### src/rtl/uart_rx_fifo.sv
// Generic single-clock FIFO: first-word-fall-through read, write accepted when not full or when popped the same cycle.
// Latency: a write is visible on rd_dat/rd_vld the clock after it is accepted.
// Backpressure: a write into a full FIFO without a concurrent pop is dropped and flagged on wr_drop.
module sync_fifo #(
    parameter int WIDTH = 8,
    parameter int DEPTH = 16
) (
    input  logic                         clk,
    input  logic                         reset_n_i,
    input  logic                         wr_vld,
    input  logic [WIDTH-1:0]             wr_dat,
    input  logic                         rd_rdy,
    output logic                         rd_vld,
    output logic [WIDTH-1:0]             rd_dat,
    output logic [$clog2(DEPTH+1)-1:0]   count,
    output logic                         wr_drop
);
    localparam int AW = $clog2(DEPTH);
    localparam int CW = $clog2(DEPTH+1);

    logic [WIDTH-1:0] mem_q [DEPTH];
    logic [AW-1:0]    wr_ptr_q, wr_ptr_d;
    logic [AW-1:0]    rd_ptr_q, rd_ptr_d;
    logic [CW-1:0]    cnt_q, cnt_d;
    logic             pop, full, wr_ok;

    assign rd_vld = (cnt_q != '0);
    assign count  = cnt_q;
    // Empty FIFO presents zero rather than stale (unreset) storage.
    assign rd_dat = rd_vld ? mem_q[rd_ptr_q] : '0;

    always_comb begin
        pop      = rd_vld && rd_rdy;
        full     = (cnt_q == CW'(DEPTH));
        wr_ok    = wr_vld && (!full || pop);
        wr_drop  = wr_vld && full && !pop;
        wr_ptr_d = wr_ok ? wr_ptr_q + AW'(1) : wr_ptr_q;
        rd_ptr_d = pop   ? rd_ptr_q + AW'(1) : rd_ptr_q;
        cnt_d    = cnt_q;
        if (wr_ok && !pop)
            cnt_d = cnt_q + CW'(1);
        else if (pop && !wr_ok)
            cnt_d = cnt_q - CW'(1);
    end

    always_ff @(posedge clk or negedge reset_n_i) begin
        if (!reset_n_i) begin
            wr_ptr_q <= '0;
            rd_ptr_q <= '0;
            cnt_q    <= '0;
        end else begin
            wr_ptr_q <= wr_ptr_d;
            rd_ptr_q <= rd_ptr_d;
            cnt_q    <= cnt_d;
        end
    end

    always_ff @(posedge clk) begin
        if (wr_ok)
            mem_q[wr_ptr_q] <= wr_dat;
    end
endmodule

// UART 8N1 receiver feeding a byte FIFO, with hysteretic RTS throttling of the host.
// Latency: byte on data_o one clock after the stop-bit sample (~9.5 bit times + 3 clocks from start edge).
// Backpressure: rts_o asserts with RTS_MARGIN slots free; bytes arriving into a full FIFO are dropped and latch overrun_o.
module uart_rx_fifo #(
    parameter int FREQ_HZ    = 16000000,
    parameter int BAUDS      = 115200,
    parameter int FIFO_DEPTH = 16,
    parameter int RTS_MARGIN = 4
) (
    input  logic                              clk,
    input  logic                              reset_n_i,
    input  logic                              rx_i,
    output logic                              rts_o,
    output logic [7:0]                        data_o,
    output logic                              valid_o,
    input  logic                              ready_i,
    output logic [$clog2(FIFO_DEPTH+1)-1:0]   count_o,
    output logic                              frame_err_o,
    output logic                              overrun_o,
    input  logic                              clear_i
);
    localparam int CLKS_PER_BIT = FREQ_HZ / BAUDS;
    localparam int TW = $clog2(CLKS_PER_BIT);
    localparam int CW = $clog2(FIFO_DEPTH+1);
    localparam logic [TW-1:0] T_HALF = TW'(CLKS_PER_BIT/2 - 1);
    localparam logic [TW-1:0] T_WRAP = TW'(CLKS_PER_BIT - 1);

    typedef enum logic [1:0] {IDLE, START, DATA, STOP} state_t;

    state_t        state_q, state_d;
    logic [TW-1:0] timer_q, timer_d;
    logic [2:0]    idx_q, idx_d;
    logic [7:0]    shreg_q, shreg_d;
    logic          rx_s1_q, rx_s2_q, rxs;
    logic          ferr_q, ferr_d;
    logic          ovr_q, ovr_d;
    logic          rts_q, rts_d;
    logic          push, stop_smp, drop;
    logic [CW-1:0] cnt;

    assign rxs = rx_s2_q;

    always_ff @(posedge clk or negedge reset_n_i) begin
        if (!reset_n_i) begin
            rx_s1_q <= 1'b1;
            rx_s2_q <= 1'b1;
            state_q <= IDLE;
            timer_q <= '0;
            idx_q   <= '0;
            shreg_q <= '0;
            ferr_q  <= 1'b0;
            ovr_q   <= 1'b0;
            rts_q   <= 1'b1;
        end else begin
            rx_s1_q <= rx_i;
            rx_s2_q <= rx_s1_q;
            state_q <= state_d;
            timer_q <= timer_d;
            idx_q   <= idx_d;
            shreg_q <= shreg_d;
            ferr_q  <= ferr_d;
            ovr_q   <= ovr_d;
            rts_q   <= rts_d;
        end
    end

    always_comb begin
        state_d = state_q;
        timer_d = timer_q + TW'(1);
        idx_d   = idx_q;
        shreg_d = shreg_q;
        case (state_q)
            IDLE: begin
                timer_d = '0;
                if (!rxs)
                    state_d = START;
            end
            START: begin
                if (timer_q == T_HALF) begin
                    timer_d = '0;
                    idx_d   = '0;
                    state_d = rxs ? IDLE : DATA;
                end
            end
            DATA: begin
                if (timer_q == T_WRAP) begin
                    timer_d = '0;
                    shreg_d = {rxs, shreg_q[7:1]};
                    idx_d   = idx_q + 3'd1;
                    if (idx_q == 3'd7)
                        state_d = STOP;
                end
            end
            STOP: begin
                // Leave at mid stop bit so an immediately following start edge is seen.
                if (timer_q == T_WRAP) begin
                    timer_d = '0;
                    state_d = IDLE;
                end
            end
            default: state_d = IDLE;
        endcase
    end

    always_comb begin
        stop_smp = (state_q == STOP) && (timer_q == T_WRAP);
        push     = stop_smp && rxs;
        ferr_d   = stop_smp && !rxs;
    end

    sync_fifo #(.WIDTH(8), .DEPTH(FIFO_DEPTH)) u_fifo (
        .clk       (clk),
        .reset_n_i (reset_n_i),
        .wr_vld    (push),
        .wr_dat    (shreg_q),
        .rd_rdy    (ready_i),
        .rd_vld    (valid_o),
        .rd_dat    (data_o),
        .count     (cnt),
        .wr_drop   (drop)
    );

    always_comb begin
        ovr_d = ovr_q;
        if (drop)
            ovr_d = 1'b1;
        else if (clear_i)
            ovr_d = 1'b0;
        rts_d = rts_q;
        if (cnt >= CW'(FIFO_DEPTH - RTS_MARGIN))
            rts_d = 1'b1;
        else if (cnt < CW'(FIFO_DEPTH / 2))
            rts_d = 1'b0;
    end

    assign count_o     = cnt;
    assign frame_err_o = ferr_q;
    assign overrun_o   = ovr_q;
    assign rts_o       = rts_q;
endmodule

### config.mk
export PLATFORM = sky130hd
export DESIGN_NAME = uart_rx_fifo
export DESIGN_NICKNAME = d
export VERILOG_FILES = /design/src/rtl/uart_rx_fifo.sv
export SDC_FILE = /design/constraint.sdc
export NUM_CORES = 1
export LEC_CHECK = 0
export CELL_PAD_IN_SITES_DETAIL_PLACEMENT = 0
export CELL_PAD_IN_SITES_GLOBAL_PLACEMENT = 1
export CORE_MARGIN = 4
export CORE_UTILIZATION = 55
export DETAILED_ROUTE_END_ITERATION = 8
export PLACE_DENSITY = 0.81
export SYNTH_ARGS = -nofsm -noshare
export SYNTH_HDL_FRONTEND = slang
export SYNTH_SLANG_ARGS = --single-unit
### constraint.sdc
create_clock -name clk -period 7.8 [get_ports clk]
set_clock_uncertainty 0.15 [all_clocks]
set_input_delay 1.17 -clock clk [delete_from_list [all_inputs] [get_ports clk]]
set_output_delay 1.17 -clock clk [all_outputs]
set_load 0.01 [all_outputs]
==> flow_summary.json <==
{
  "postRouteAntennaNets": 0,
  "netlist_instances": 395,
  "rrSetupSlack_ps": 3960,
  "setup_violations": 0,
  "syn_area_per_cell_um2": 17.7,
  "port_buffers": 21,
  "drive_gt1_share_pct": 21.5,
  "path_clk_slew_ps": 60,
  "crit_arrival_ps": 3110,
  "cts_buffers": 17,
  "final_hold_viol_count": 0,
  "grt_max_degree": 40,
  "cts_sinks": 167,
  "p_sw_mw": 0.590,
  "pwr-share-clk_pct": 35.4,
  "status": "finished, final reports clean",
  "syn_nets": 415,
  "rsz0062_at_grt": "false",
  "drt-initial-drc-count": 256,
  "die_w_um": 121,
  "die_h_um": 121,
  "clockRootBuffer": "clkbuf_16",
  "fin_setup_tns_ps": 0,
  "fmaxAchievable_mhz": 226,
  "ir_drop_mv": 0.168,
  "synthArstFlopShare_pct": 23.4,
  "dieArea_mm2": 0.0146,
  "ff2ff_path_depth": 9,
  "holdWs_ps": 206,
  "nFillCells": 897,
  "synth_top_cell_area_share_pct": 54.9,
  "dr.pass1.iters": 5,
  "overflow": 0,
  "globalRouteTotalUtil_pct": 18.5,
  "clock_path_buffers": 2,
  "max_cap_viol_count": 0,
  "combPwrFrac_pct": 17.5,
  "synth_top_area_cell": "edfxtp_1",
  "place_inst": 568,
  "power_density_mw_per_mm2": 284,
  "cts-htree-levels": 4,
  "min_from": "rx_s1_q$_DFF_PN1_",
  "yosysSeqAreaShare_pct": 68.9,
  "antenna_found_initial": 0,
  "power.total_mw": 2.25,
  "holdPathStages": 0,
  "n_antenna_cell": 0,
  "clock_latency_ps": 420,
  "routed_wl_mm": 12.0,
  "seqPwrFrac_pct": 47.2,
  "synth_edf_count": 128,
  "worstReg2RegEnd": "u_fifo.count[4]$_DFFE_PN0P_",
  "cts_resized": 0,
  "grt_pass1_vias": 3613,
  "hold_buffers": 0,
  "setup_ws_ps": 3370,
  "synth_ff_type": "edfxtp_1",
  "synthToLayoutAreaGrowth_pct": 13.1,
  "period_share_pct": 56.8,
  "switching_share_pct": 26.2,
  "vias": 3443,
  "synth_area_mm2": 0.00700,
  "intPower_mw": 1.66,
  "row_count": 40,
  "yosys.cell_count.top_type": "edfxtp_1",
  "seq_area_mm2": 0.00482,
  "slew_headroom_pct": 36.0,
  "maxSlewViolCount": 0,
  "rr_startpoint": "timer_q[2]$_DFF_PN0_",
  "grt_first_pass_wirelength_mm": 19.8,
  "synth-seq-cells": 167,
  "fin_cells": 600,
  "crit_path_end_kind": "output port",
  "dpl_worst_slack_ps": 3600,
  "ys_warn_count": 0,
  "synth_area_leaders": "edfxtp_1 55%, dfrtp_1 13%, mux4_2 10%",
  "io_pins": 22,
  "setup.worst_path.start_class": "register",
  "core-area_mm2": 0.0122,
  "tightest_slew_ps": 960,
  "hold_class": "register to register",
  "synthTopCellsByCount": "128 x edfxtp_1, 36 x dfrtp_1, 32 x mux4_2",
  "nets": 439,
  "cts_tree": "done",
  "dpl.hpwl_mm": 7.57,
  "postCtsSetupBuffers": 0,
  "min_period_ps": 4430,
  "multi_input_area_mm2": 0.00206,
  "synth.distinct_cells": 44,
  "worst-path-max-fanout": 35,
  "initial_utilization_pct": 57.3,
  "wl_per_cell_um": 19.9,
  "drc_errors": 0,
  "hold_end": "rx_s2_q$_DFF_PN1_",
  "leakage_nw": 3.15,
  "vias_per_cell": 5.74,
  "place.gp.congestion": 0.736,
  "criticalPathCategory": "register to output port",
  "required_ps": 6480
}
## flip-flops by register name (all words and copies together), names as in the netlist, named ones only
signal           count
frame_err_o          1
idx_q                3
overrun_o            1
rts_o                1
rx_s1_q              1
rx_s2_q              1
shreg_q              8
state_q              1
timer_q              8
u_fifo.count         5
u_fifo.mem_q       128
u_fifo.rd_ptr_q      4
u_fifo.wr_ptr_q      4
## kinds of logic (layout without fill, tap and decap cells)
kind of cell	after synthesis	after routing	share of synthesized area [%]
AO/OA/AOI/OAI	37	37	3.11
XOR/XNOR	15	15	1.88
adder cells (fa/ha/maj)	15	15	2.79
buffers and inverters	28	65	1.70
flip-flops	167	167	68.9
multiplexers	64	64	15.2
AND/OR/NAND/NOR	69	69	6.40
## layout make-up
type                       count  share of cell area, %
multi-input combinational    200                   26.0
inverter                      10                  0.474
timing repair buffer          23                   2.78
clock buffer                  19                   5.47
clock inverter                13                   1.66
sequential                   167                   61.0
tap                          168                   2.66
## worst max-delay path, cell delays in order (launching register included)
cell,delay [ps]
dfrtp_2,1000
mux4_2,620
mux2_2,270
o21ai_0,170
a21oi_1,80
clkdlybuf4s50_1,530
## cells in the final DEF (no fill, tap or decap), drive strengths merged, types with 9 or more instances in the layout
master and count:
mux2i 13, a21oi 11, inv 11, nand2 9, o21ai 15, dfrtp 36
ha 14, clkdlybuf4s50 20, mux2 19, edfxtp 128, nor2 12, xnor2 9
clkbuf 19, mux4 32, and2 12
## metrics by stage
step / util (%) / area, um2
2_1_floorplan: - / 7000
3_5_place_dp: 60.2 / 7350
6_report: 64.8 / 7910
3_3_place_gp: 60.2 / 7350
5_1_grt: 64.8 / 7910
4_1_cts: 64.8 / 7910
## worst max-delay path by stage
| stage | slack, ps | end | startpoint |
|---|---|---|---|
| floorplan | 4440 | u_fifo.count[4]$_DFFE_PN0P_ | ready_i |
| global placement | 3710 | u_fifo.count[4]$_DFFE_PN0P_ | ready_i |
| detailed placement | 3600 | u_fifo.count[4]$_DFFE_PN0P_ | ready_i |
| CTS | 3280 | data_o[4] | u_fifo.rd_ptr_q[1]$_DFFE_PN0N_ |
| global route | 3130 | data_o[7] | u_fifo.rd_ptr_q[1]$_DFFE_PN0N_ |
| finish | 3370 | data_o[4] | u_fifo.rd_ptr_q[1]$_DFFE_PN0N_ |
## power by group through the flow
stage | clock [mW] | sequential [mW] | combinational (mW)
2_1_floorplan | 0 | 1.02 | 0.303
3_3_place_gp | 0 | 1.08 | 0.392
3_5_place_dp | 0 | 1.08 | 0.396
4_1_cts | 0.806 | 1.06 | 0.399
5_1_grt | 0.849 | 1.07 | 0.428
6_report | 0.796 | 1.06 | 0.392
## routing by layer
metal | share of wire, % | vias to the layer above | GRT usage [%]
li1 | - | 1595 | -
met3 | 4.5 | 10 | 5.05
met1 | 44 | 1762 | 24.9
met4 | 1.2 | 0 | 7.22
met2 | 50 | 76 | 29.0
met5 | 0 | - | 0
Note: power is estimated with default switching activity, not from simulation.
==> edit 1, RTL diff (config.mk and constraints unchanged) <==
Make the reset (`reset_n_i`) synchronous in 2 clocked blocks.
--- a/src/rtl/uart_rx_fifo.sv
+++ b/src/rtl/uart_rx_fifo.sv
@@ -45,3 +45,3 @@
 
-    always_ff @(posedge clk or negedge reset_n_i) begin
+    always_ff @(posedge clk) begin
         if (!reset_n_i) begin
@@ -105,3 +105,3 @@
 
-    always_ff @(posedge clk or negedge reset_n_i) begin
+    always_ff @(posedge clk) begin
         if (!reset_n_i) begin
Function: differs if reset_n_i is asserted again (counterexample within 4 cycles, from zero or initial values and one cycle with reset_n_i low); with reset_n_i held inactive, the same outputs for 10 cycles.
==> edit 1 against the unedited design <==
  * Cell count increased by 9.2%
  * Die area is 0.51% higher
  * Wire length rose by 8.0%
  * Worst setup slack worse by 0.033 ns
  * Register-to-register slack better by 0.55 ns
  * Synthesized area increased by 0.55%
  * Sequential cell count increased by 4
  * Design area rose by 0.40%
  * Sequential share of layout area decreased by 1.7 points
  * Largest cell class unchanged
Power is not compared: it rests on default switching activity, and its combinational part moved more than twofold at a synthesized area within 25%.
==> edit 1: results (changes against the unedited design) <==
- Min Hold Slack: 0.2645 ns (+0.05869 ns)
- Gate Count Post-Synth: 448 (+13%)
- Sequential-to-total area share from yosys stat: 66.84% (-2.1 points)
- R2r endpoint: u_fifo.count[3]
- CP Max Fanout: 32 (-8.6%)
- Hold Path End: rx_s2_q
- Vias in the first global route: 3783 (+4.7%)
- Routed WL: 12910 microns (+8.0%)
- Path depth of the worst reg2reg path: 8 (-1)
- Worst Hold Class: reg2reg
- DR iter-0 viols: 257 (+0.39%)
- Largest net degree at the start of global routing: 36 (-10%)
- # nets final: 490 (+12%)
- Reg2reg setup slack: 4.51 ns (+0.55 ns)
- VDD IR max: 0.1338 mV
- Mapped Nets: 468 (+13%)
- Post-synthesis cell type count: 52 (+18%)
- Wire length per cell: 19.71 microns (-1.1%)
- Worst slew pin tran: 0.9684 ns (+0.008523 ns)
- Postcts setup bufs: 0 (unchanged)
- First-pass GRT wire length: 20850 microns (+5.6%)
- Global-route usage over all layers: 19.48% (+1.0 points)
- Gp weighted congestion: 0.8382 (+14%)
- Synth warnings: 0 (unchanged)
- Top cells by count, synth: edfxtp_1, dfxtp_1, mux4_2, nand2_1, a211oi_1
- Pleak: 0.002578 uW
- Hpwl dp: 8250 microns (+9.0%)
- Share of cells above drive strength 1: 14.29% (-7.2 points)
- Reg2Reg Launch Point: u_fifo.count[0]
- Hold Crit Start: rx_s1_q
- Ys async rst share: 0% (-23 points)
- Clock Path Buffers: 2 (unchanged)
- Worst hold path depth: 1 (+1)
- Placed Area: 7401 sq um (+0.70%)
- Initial antenna violation count: 0 (unchanged)
- Post-synth EDFFs: 128 (unchanged)
- Vias after detailed routing: 3699 (+7.4%)
- Status: finished, final reports clean
- Port Buffers: 21 (unchanged)
- Main area contributors after synthesis: edfxtp_1, dfxtp_1, mux4_2, ha_1, a211oi_1
- Drt first pass iters: 4 (-1)
- Cells after DPL: 623 (+9.7%)
- Reg clk slew, reported paths: 0.06 ns (about the same)
-- edit 1: worst max-delay path, stage by stage (launching register included) --
cell and delay (ns):
dfxtp_2 0.96, mux4_2 0.60, nor2b_1 0.14, a211oi_1 0.41, a211oi_1 0.10, clkdlybuf4s50_1 0.52
-- edit 1: metrics by stage --
stage | total power, uW | worst slack (ns)
2_1_floorplan | 991.5 | 4.576
3_3_place_gp | 996.2 | 3.687
3_5_place_dp | 996.2 | 3.685
4_1_cts | 1771 | 3.227
5_1_grt | 1815 | 3.146
6_report | 1755 | 3.338
-- edit 1: kinds of logic after synthesis --
family                     share of synthesized area [%]
xor gates and xnor gates                           1.369
adders and majority gates                          2.773
and+or+nand+nor                                    9.280
AOI/OAI and AO/OA                                  5.529
DFF                                                66.84
buffers and inverters                              2.400
muxes                                              11.80
-- edit 1: worst max path at each step --
stage / endpoint / slack, ns / cells past startpoint
2_1_floorplan: u_fifo.count[3] / 4.58 / 9
3_3_place_gp: data_o[6] / 3.69 / 5
3_5_place_dp: data_o[6] / 3.69 / 5
4_1_cts: data_o[6] / 3.23 / 5
5_1_grt: data_o[6] / 3.15 / 5
6_report: data_o[6] / 3.34 / 5
-- edit 1: metal layers --
layer  vias to the layer above  part of all wire, %  global-route usage (%)
met1                      1832                   42                   26.29
met3                         9                  6.5                   4.196
met2                        96                   51                   31.09
met4                         0                  1.0                   7.861
met5                         -                    0                       0
li1                       1762                    -                       -
-- edit 1: area by class of cell --
class | instances | area, sq um
flip-flops and latches | 171 | 4706
fillers | 960 | 4623
multi-input cells | 238 | 2165
clock buffers | 22 | 444.2
repair buffers | 28 | 262.8
well taps | 172 | 215.2
clock inverters | 10 | 100.1
inverters | 14 | 52.55
-- edit 1: where the power goes --
| group | leakage (uW) | total, uW | internal [uW] | switching, uW |
|---|---|---|---|---|
| combinational | 0.000791 | 9.67 | 5.28 | 4.39 |
| clock | 0.000254 | 779 | 465 | 314 |
| sequential | 0.00153 | 967 | 966 | 1.13 |
==> edit 2, RTL diff (same flow settings) <==
Made on the original files. The parameter `FREQ_HZ` goes from 16000000 to 32000000.
--- a/src/rtl/uart_rx_fifo.sv
+++ b/src/rtl/uart_rx_fifo.sv
@@ -67,3 +67,3 @@
 module uart_rx_fifo #(
-    parameter int FREQ_HZ    = 16000000,
+    parameter int FREQ_HZ    = 32000000,
     parameter int BAUDS      = 115200,
Check against the original RTL: no difference found for any inputs over 10 cycles, from zero or initial values and one cycle with reset_n_i low; that may be too few to reach the edited logic, so the function may still have changed.
==> edit 2 against the unedited design <==
  * Sequential share of layout area down 0.90 points
  * Sequential cell count up 1
  * Worst setup slack worse by 0.13 ns
  * Wire length up 6.3%
  * Cell count up 1.3%
  * Total power up 6.3%
  * Synthesized area up 1.1%
  * Design area up 2.0%
  * Largest cell class unchanged
  * Largest power group unchanged
==> edit 2: results (changes against the unedited design) <==
- Ys async rst share: 23.81% (+0.46 points)
- Largest registers: u_fifo.mem_q x128, timer_q x9, shreg_q x8
- Vias in the first global route: 3694 (+2.2%)
- Worst Hold Class: reg2reg
- CTS root buffer: clkbuf_16
- Reg clk slew, reported paths: 0.06 ns (about the same)
- Initial antenna violation count: 0 (unchanged)
- Main area contributors after synthesis: edfxtp_1, dfrtp_1, mux4_2, mux2_2, ha_1
- CTS buffer count: 17 (unchanged)
- # nets final: 443 (+0.91%)
- Top cells by count, synth: edfxtp_1, dfrtp_1, mux4_2, mux2_2, o21ai_0
- H-tree Lvls: 4 (unchanged)
- Diodes inserted: 0 (unchanged)
- Status: finished, final reports clean
- Drt first pass iters: 4 (-1)
- Placed Area: 7441 sq um (+1.2%)
- Vias after detailed routing: 3558 (+3.3%)
- First-pass GRT wire length: 20620 microns (+4.4%)
- Routed WL: 12710 microns (+6.3%)
- Post-Synth XOR/XNOR Area: 1.980% (+0.10 points)
- Post-Synth Adder-Cell Area: 2.758% (-0.031 points)
- Hpwl dp: 7772 microns (+2.7%)
- Port Buffers: 21 (unchanged)
- CP Max Fanout: 35 (unchanged)
- Compound-Gate Fraction of Synth Area: 3.023% (-0.087 points)
- Postcts setup bufs: 0 (unchanged)
- Share of cells above drive strength 1: 24.08% (+2.6 points)
- Synth warnings: 0 (unchanged)
- Fin area: 8074 sq um (+2.0%)
- Primary FF master, synth: edfxtp_1
- VDD IR max: 0.1687 mV (+0.68%)
- Filler cells: 920 (+2.6%)
- Mux cell area share after synthesis: 15.05% (-0.17 points)
- Mapped Nets: 419 (+0.96%)
- Worst hold path depth: 0 (unchanged)
- DR iter-0 viols: 358 (+40%)
- Slew Limit Headroom: 32.14% (-3.9 points)
- Path depth of the worst reg2reg path: 12 (+3)
- Placement-stage worst setup slack: 3.378 ns (-0.2266 ns)
- Largest net degree at the start of global routing: 41 (+2.5%)
- Pleak: 0.003197 uW (+1.6%)
- Global-route usage over all layers: 19.10% (+0.62 points)
- FMAX: 0.2195 GHz (-2.8%)
- Clock Path Buffers: 2 (unchanged)
- Critical path data arrival time: 3.24 ns (+0.13 ns)
- Sequential-to-total area share from yosys stat: 68.51% (-0.40 points)
- Gp weighted congestion: 0.7961 (+8.1%)
- CTS resizes: 0 (unchanged)
- Post-synthesis cell type count: 48 (+9.1%)
- Post-synth EDFFs: 128 (unchanged)
- Clk_lat worst skew: 0.42 ns (about the same)
[edit 2: cell types whose count changed after synthesis, moves of 3 or more]
| cell | before | now |
|---|---|---|
| and4b_1 | 0 | 8 |
| and4_2 | 0 | 3 |
| nor4b_1 | 0 | 4 |
| and4_1 | 4 | 0 |
| buf_1 | 3 | 0 |
| inv_1 | 10 | 6 |
| and2_1 | 12 | 1 |
| buf_2 | 5 | 10 |
[edit 2: routing by layer]
layer | share of wire, % | vias to the layer above | track usage (%)
met4 | 0.97 | 0 | 5.882
met1 | 44 | 1840 | 26.22
met5 | 0 | - | 0
met2 | 51 | 88 | 30.36
li1 | - | 1619 | -
met3 | 4.1 | 11 | 4.942
[edit 2: cell families after synthesis]
| kind of cell | Yosys count |
|---|---|
| mux | 64 |
| flops | 168 |
| fa+ha+maj | 15 |
| compound gates | 36 |
| xor+xnor | 16 |
| simple gates | 71 |
| buf+inv | 29 |
[edit 2: path summary, 6_finish.rpt]
check / from / to / slack (ns)
worst max-delay path: u_fifo.rd_ptr_q[1] / data_o[6] / 3.24
worst max register to register: timer_q[0] / u_fifo.count[4] / 4.23
worst min-delay path: rx_s1_q / rx_s2_q / 0.21
max in group asynchronous: reset_n_i / u_fifo.rd_ptr_q[1] / 6.16
min in group asynchronous: reset_n_i / u_fifo.count[2] / 0.73
worst min register to register: rx_s1_q / rx_s2_q / 0.21
[edit 2: layout make-up]
type	count	area share, %
multi-input cells	202	25.94
repair buffers	27	3.099
inverters	7	0.3874
clock inverters	15	2.572
clock buffers	17	5.269
well taps	172	2.665
flip-flops and latches	168	60.07
[edit 2: worst max-delay path: stages, from the launching register on]
cell and delay (ns):
dfrtp_2 1.02, mux4_2 0.61, mux2_2 0.28, o21ai_0 0.26
a21oi_1 0.09, clkdlybuf4s50_1 0.53
[edit 2: through the flow]
stage,cells,hold slack (ns),power [uW]
after floorplan,399,0.1952,1367
after detailed placement,576,0.1972,1531
after global placement,576,0.1963,1524
after global routing,608,0.2195,2503
after CTS,608,0.2143,2418
final,608,0.2100,2391
[edit 2: power by group]
group | total, uW | internal [uW] | switching [uW]
logic | 433 | 244 | 190
clock network | 886 | 563 | 322
registers | 1070 | 982 | 90.3
